===== src/rtl/uart_cmd_pkg.sv =====
// Shared constants for the UART command framer: sync marker, parser states
// and the command codes understood by the Space Exploration game FSM.
package uart_cmd_pkg;

  localparam logic [7:0] SYNC_BYTE_DEFAULT = 8'hA5;

  typedef logic [2:0] parser_state_t;

  localparam parser_state_t ST_IDLE    = 3'd0;
  localparam parser_state_t ST_CMD     = 3'd1;
  localparam parser_state_t ST_LEN     = 3'd2;
  localparam parser_state_t ST_PAYLOAD = 3'd3;
  localparam parser_state_t ST_CHK     = 3'd4;

  typedef enum logic [7:0] {
    CMD_START = 8'h53,
    CMD_PAUSE = 8'h50,
    CMD_RST   = 8'h52,
    CMD_MOVE  = 8'h4D
  } cmd_code_e;

endpackage


===== src/rtl/uart_cmd_gap_timer.sv =====
// Inter-byte gap watchdog: counts idle cycles inside a frame and flags the
// cycle on which the allowed gap runs out without a new byte arriving.
module uart_cmd_gap_timer #(
  parameter int TIMEOUT_CYC = 86800
) (
  input  logic clk,
  input  logic reset,
  input  logic clear,
  input  logic enable,
  output logic expire
);

  localparam int W = (TIMEOUT_CYC > 2) ? $clog2(TIMEOUT_CYC) : 1;
  localparam logic [W-1:0] LAST = W'(TIMEOUT_CYC - 2);

  logic [W-1:0] count;

  always_ff @(posedge clk or posedge reset) begin
    if (reset) begin
      count <= '0;
    end else if (clear || !enable) begin
      count <= '0;
    end else begin
      count <= count + W'(1);
    end
  end

  // A byte arriving on the expiry cycle clears the count and wins the race.
  assign expire = enable && !clear && (count == LAST);

endmodule


===== src/rtl/uart_cmd_parser.sv =====
// Frames the UART byte stream (SYNC, CMD, LEN, PAYLOAD, CHK) into validated
// game commands held in a one-entry valid/ready output register.
module uart_cmd_parser
  import uart_cmd_pkg::*;
#(
  parameter logic [7:0] SYNC_BYTE   = SYNC_BYTE_DEFAULT,
  parameter int         MAX_LEN     = 4,
  parameter int         TIMEOUT_CYC = 86800
) (
  input  logic                 clk,
  input  logic                 reset,
  input  logic [7:0]           rx_data,
  input  logic                 rx_valid,
  output logic                 cmd_valid,
  input  logic                 cmd_ready,
  output logic [7:0]           cmd_code,
  output logic [3:0]           cmd_len,
  output logic [8*MAX_LEN-1:0] cmd_payload,
  output logic                 err_chk,
  output logic                 err_len,
  output logic                 err_timeout,
  output logic                 err_overrun
);

  parser_state_t        state;
  logic [7:0]           code_q;
  logic [7:0]           xor_q;
  logic [3:0]           len_q;
  logic [2:0]           idx_q;
  logic [8*MAX_LEN-1:0] buf_q;
  logic                 expire;
  logic                 in_frame;
  logic                 frame_good;
  logic                 frame_bad;
  logic                 accept;

  assign in_frame = (state != ST_IDLE);

  uart_cmd_gap_timer #(
    .TIMEOUT_CYC(TIMEOUT_CYC)
  ) u_gap_timer (
    .clk   (clk),
    .reset (reset),
    .clear (rx_valid),
    .enable(in_frame),
    .expire(expire)
  );

  assign frame_good = rx_valid && (state == ST_CHK) && (rx_data == xor_q);
  assign frame_bad  = rx_valid && (state == ST_CHK) && (rx_data != xor_q);
  assign accept     = cmd_valid && cmd_ready;

  // Parser: one rx byte per transition; sync values inside a frame are data.
  always_ff @(posedge clk or posedge reset) begin
    if (reset) begin
      state       <= ST_IDLE;
      code_q      <= '0;
      xor_q       <= '0;
      len_q       <= '0;
      idx_q       <= '0;
      buf_q       <= '0;
      err_chk     <= 1'b0;
      err_len     <= 1'b0;
      err_timeout <= 1'b0;
    end else begin
      err_len     <= 1'b0;
      err_chk     <= frame_bad;
      err_timeout <= expire;
      if (expire) begin
        state <= ST_IDLE;
      end else if (rx_valid) begin
        case (state)
          ST_IDLE: begin
            if (rx_data == SYNC_BYTE) state <= ST_CMD;
          end
          ST_CMD: begin
            code_q <= rx_data;
            xor_q  <= rx_data;
            state  <= ST_LEN;
          end
          ST_LEN: begin
            len_q <= rx_data[3:0];
            xor_q <= xor_q ^ rx_data;
            buf_q <= '0;
            idx_q <= '0;
            if (rx_data > 8'(MAX_LEN)) begin
              err_len <= 1'b1;
              state   <= ST_IDLE;
            end else if (rx_data == 8'd0) begin
              state <= ST_CHK;
            end else begin
              state <= ST_PAYLOAD;
            end
          end
          ST_PAYLOAD: begin
            xor_q <= xor_q ^ rx_data;
            for (int i = 0; i < MAX_LEN; i++) begin
              if (idx_q == 3'(i)) buf_q[8*i +: 8] <= rx_data;
            end
            idx_q <= idx_q + 3'd1;
            if ({1'b0, idx_q} == (len_q - 4'd1)) state <= ST_CHK;
          end
          ST_CHK: begin
            state <= ST_IDLE;
          end
          default: begin
            state <= ST_IDLE;
          end
        endcase
      end
    end
  end

  // Output register: a good frame loads when the slot is free or draining now.
  always_ff @(posedge clk or posedge reset) begin
    if (reset) begin
      cmd_valid   <= 1'b0;
      cmd_code    <= '0;
      cmd_len     <= '0;
      cmd_payload <= '0;
      err_overrun <= 1'b0;
    end else begin
      err_overrun <= 1'b0;
      if (frame_good && (!cmd_valid || accept)) begin
        cmd_valid   <= 1'b1;
        cmd_code    <= code_q;
        cmd_len     <= len_q;
        cmd_payload <= buf_q;
      end else begin
        if (frame_good) err_overrun <= 1'b1;
        if (accept)     cmd_valid   <= 1'b0;
      end
    end
  end

endmodule


===== config.mk =====
export PLATFORM = sky130hd
export DESIGN_NAME = uart_cmd_parser
export DESIGN_NICKNAME = d
export VERILOG_FILES = /design/src/rtl/uart_cmd_pkg.sv /design/src/rtl/uart_cmd_gap_timer.sv /design/src/rtl/uart_cmd_parser.sv
export SDC_FILE = /design/constraint.sdc
export NUM_CORES = 1
export LEC_CHECK = 0
export ABC_AREA = 1
export CORE_MARGIN = 5
export CORE_UTILIZATION = 60
export CTS_CLUSTER_SIZE = 8
export DETAILED_ROUTE_END_ITERATION = 8
export PLACE_DENSITY_LB_ADDON = 0.15
export SYNTH_ARGS = -nofsm -noshare
export SYNTH_HDL_FRONTEND = slang
export SYNTH_SLANG_ARGS = --single-unit

===== constraint.sdc =====
create_clock -name clk -period 12.4 [get_ports clk]
set_input_delay 1.86 -clock clk [delete_from_list [all_inputs] [get_ports clk]]
set_output_delay 1.86 -clock clk [all_outputs]
set_load 0.1 [all_outputs]

==> out/summary.txt <==
delay of the slowest critical-path stage: 1.16 ns
Worst EP required: 10.54 ns
R2R depth: 7
top-area cell type share of the netlist area: 53.5%
CTS Sinks: 124
post_cts resized: 0
Post-DRT Antenna Nets: 0
Starting Density: 62.2%
Leakage: 3.30 nW
Post-synth EDFFs: 0
proportion of layout cells with a drive suffix above 1: 8.45%
routed via count: 4716
drt pass-1 iters: 5
Diodes inserted: 0
port bufs: 60
Die X: 108 um
TritonCTS clock tree: built
Crit. End Element: output port
cell count after synthesis: 656
clk buf depth: 2
Final HPWL DP: 8390 um
Slew headroom: 34.1%
Top FF cell, synth: dfrtp_1
period utilisation layout: 31.6%
GRT Util Overall: 24.3%
final net count: 729
min-delay worst type: reg2reg
top-count cell post-synth: nand2_1
final period demand of the worst path: 3.92 ns
status: finished clean
Area Overhead vs Synth: 19.6%
Place WS: 8.15 ns
Tot Pwr: 0.00132 W
pwr dens: 191 nW/um^2
fmax: 0.255 GHz
r2r startpoint: xor_q[6]$_DFFE_PP0P_
die height: 108 um
GR Overflow Total: 0
Unique masters post-synth: 34
Remaining DRCs: 0
r2r setup slk: 10.10 ns
min-delay src: cmd_payload[26]$_DFFE_PP0P_
PnR worst setup slack: 8.48 ns
antenna violations before repair: 0
FILL cells: 687
Setup-failing EPs final: 0
worst slew pin tran: 0.985 ns
Root Driver: clkbuf_8
clk slew on worst S/H paths: 0.06 ns
Vias/cell: 5.54
yosys warns: 0
Peak VDD IR: 0.000109 V
count of final max-slew check failures: 0
vias in the first global route: 4671
largest net degree at the start of global routing: 74
TNS Setup: 0 ns
critical path's slowest cell: clkdlybuf4s50_1
Max Clock Skew: 0.00527 ns
DR iter-0 viols: 348
sequential share of the synthesized area: 53.5%
RSZ-0062 raised after global routing: false
Yosys reg bits: 124
worst hold slack: 0.469 ns
Worst path top cell family by delay: buffers and inverters
hold_buf cts: 0
post-synthesis cell area: 5800 um^2
clock buffer count from CTS: 17
Ports: 61
core outline area: 9330 um^2
max-cap check violation count: 0
post-route core utilization: 74.4%
CP max FO: 2
Synth area leaders: dfrtp_1 (54%), nand2_1 (13%), nand4_1 (5.7%)
worst skew pair latency: 0.51 ns
Hold Crit Endpoint: cmd_payload[26]$_DFFE_PP0P_
WHS Path Cells: 2
GPL Wtd Cong: 0.839
CP Cell Sequence: clkdlybuf4s50_1
top cell type by total area after synthesis: dfrtp_1
critical path class: reg2out
Avg Inst Size Synth: 8.84 um^2
Buf+Inv Stages, Crit Path: 1
startpoint types: flip-flop
# rows: 35
asr flop ratio synth: 100%
most frequent cells after synthesis: nand2_1 (197), dfrtp_1 (124), inv_1 (56)
r2r endpoint: cmd_payload[18]$_DFFE_PP0P_
global-route wire length before repair: 22400 um
average wire per standard cell: 15.3 um
final hold violation count: 0
final WL: 13000 um
H-tree levels: 4
Die Area: 11700 um^2
Setup Buffers After CTS: 0
Arr. time, crit path: 2.06 ns
Synth Net Count: 676
-- power by group --
| group | internal [W] | switching, W |
|---|---|---|
| combinational | 0.0000975 | 0.000182 |
| clock | 0.000310 | 0.000191 |
| sequential | 0.000483 | 0.0000589 |
| total | 0.000891 | 0.000432 |
-- how the worst max path moves through the flow --
stage / slack [ns] / to / depth (start not counted) / startpoint
floorplan: 7.24 / buf_q[0]$_DFFE_PP0P_ / 1 / reset
global placement: 8.20 / cmd_len[2]$_DFFE_PP0P_ / 7 / rx_valid
detailed placement: 8.15 / cmd_payload[15]$_DFFE_PP0P_ / 8 / rx_data[3]
CTS: 8.48 / cmd_payload[5] / 1 / cmd_payload[5]$_DFFE_PP0P_
global route: 8.39 / cmd_payload[18]$_DFFE_PP0P_ / 7 / rx_valid
finish: 8.48 / cmd_payload[5] / 1 / cmd_payload[5]$_DFFE_PP0P_
-- worst min-delay path: stages, from the launching register on --
cell,delay (ns)
dfrtp_1,0.34
nand2_1,0.05
nand2_1,0.04
-- layout make-up --
cell class	count	area [um^2]	share of cell area (%)
flip-flops and latches	124	3100	44.7
multi-input cells	441	2200	31.8
inverters	61	235	3.39
clock buffers	17	414	5.97
well taps	129	161	2.33
clock inverters	15	188	2.71
repair buffers	64	631	9.09
-- kinds of logic (layout without fill, tap and decap cells) --
group,count (synthesis),after routing,synth area share [%]
compound gates,82,82,7.81
xor+xnor,13,13,1.96
fa+ha+maj,8,8,1.73
buf+inv,91,157,8.46
flops,124,124,53.5
simple gates,338,338,26.5
-- metrics by stage --
stage / area, um^2 / std cells
2_1_floorplan: 5800 / 656
3_3_place_gp: 6330 / 819
3_5_place_dp: 6330 / 819
4_1_cts: 6940 / 851
5_1_grt: 6940 / 851
6_report: 6940 / 851
-- sequential cells by signal, summed over array words and instances, names as in the netlist --
name,cells
buf_q,32
cmd_code,8
cmd_len,4
cmd_payload,32
cmd_valid,1
code_q,8
err_chk,1
err_len,1
err_overrun,1
err_timeout,1
idx_q,3
len_q,4
state,3
u_gap_timer.count,17
xor_q,8
-- metal layers --
layer	vias to the layer above	GRT usage (%)	wire, um
met4	0	10.1	294
met2	142	39.7	6380
met1	2292	31.8	5710
met5	-	0	0
li1	2254	-	-
met3	28	5.07	639
-- cells in the final DEF, fill, tap and decap left out, types with 2 or more instances in the layout --
cell type,synthesis,final
clkinvlp_4,0,3
a21oi_1,6,6
o21a_1,8,8
inv_2,3,3
bufinv_16,0,3
buf_4,5,4
nand2_1,197,197
inv_4,1,2
nand2_2,5,5
nor3_1,5,5
o21ai_0,33,33
nor2_1,44,44
inv_1,56,55
nand4_1,53,53
clkinv_4,0,3
o21ai_1,25,25
xor2_1,3,3
clkbuf_16,0,16
clkinv_2,1,2
nor2_2,5,5
o211ai_1,8,8
dfrtp_1,124,124
ha_1,8,8
clkdlybuf4s50_1,0,60
nand3_1,18,18
inv_6,0,5
xnor2_1,10,10
nand2_4,5,5
Note: power is estimated with default switching activity, not from simulation.
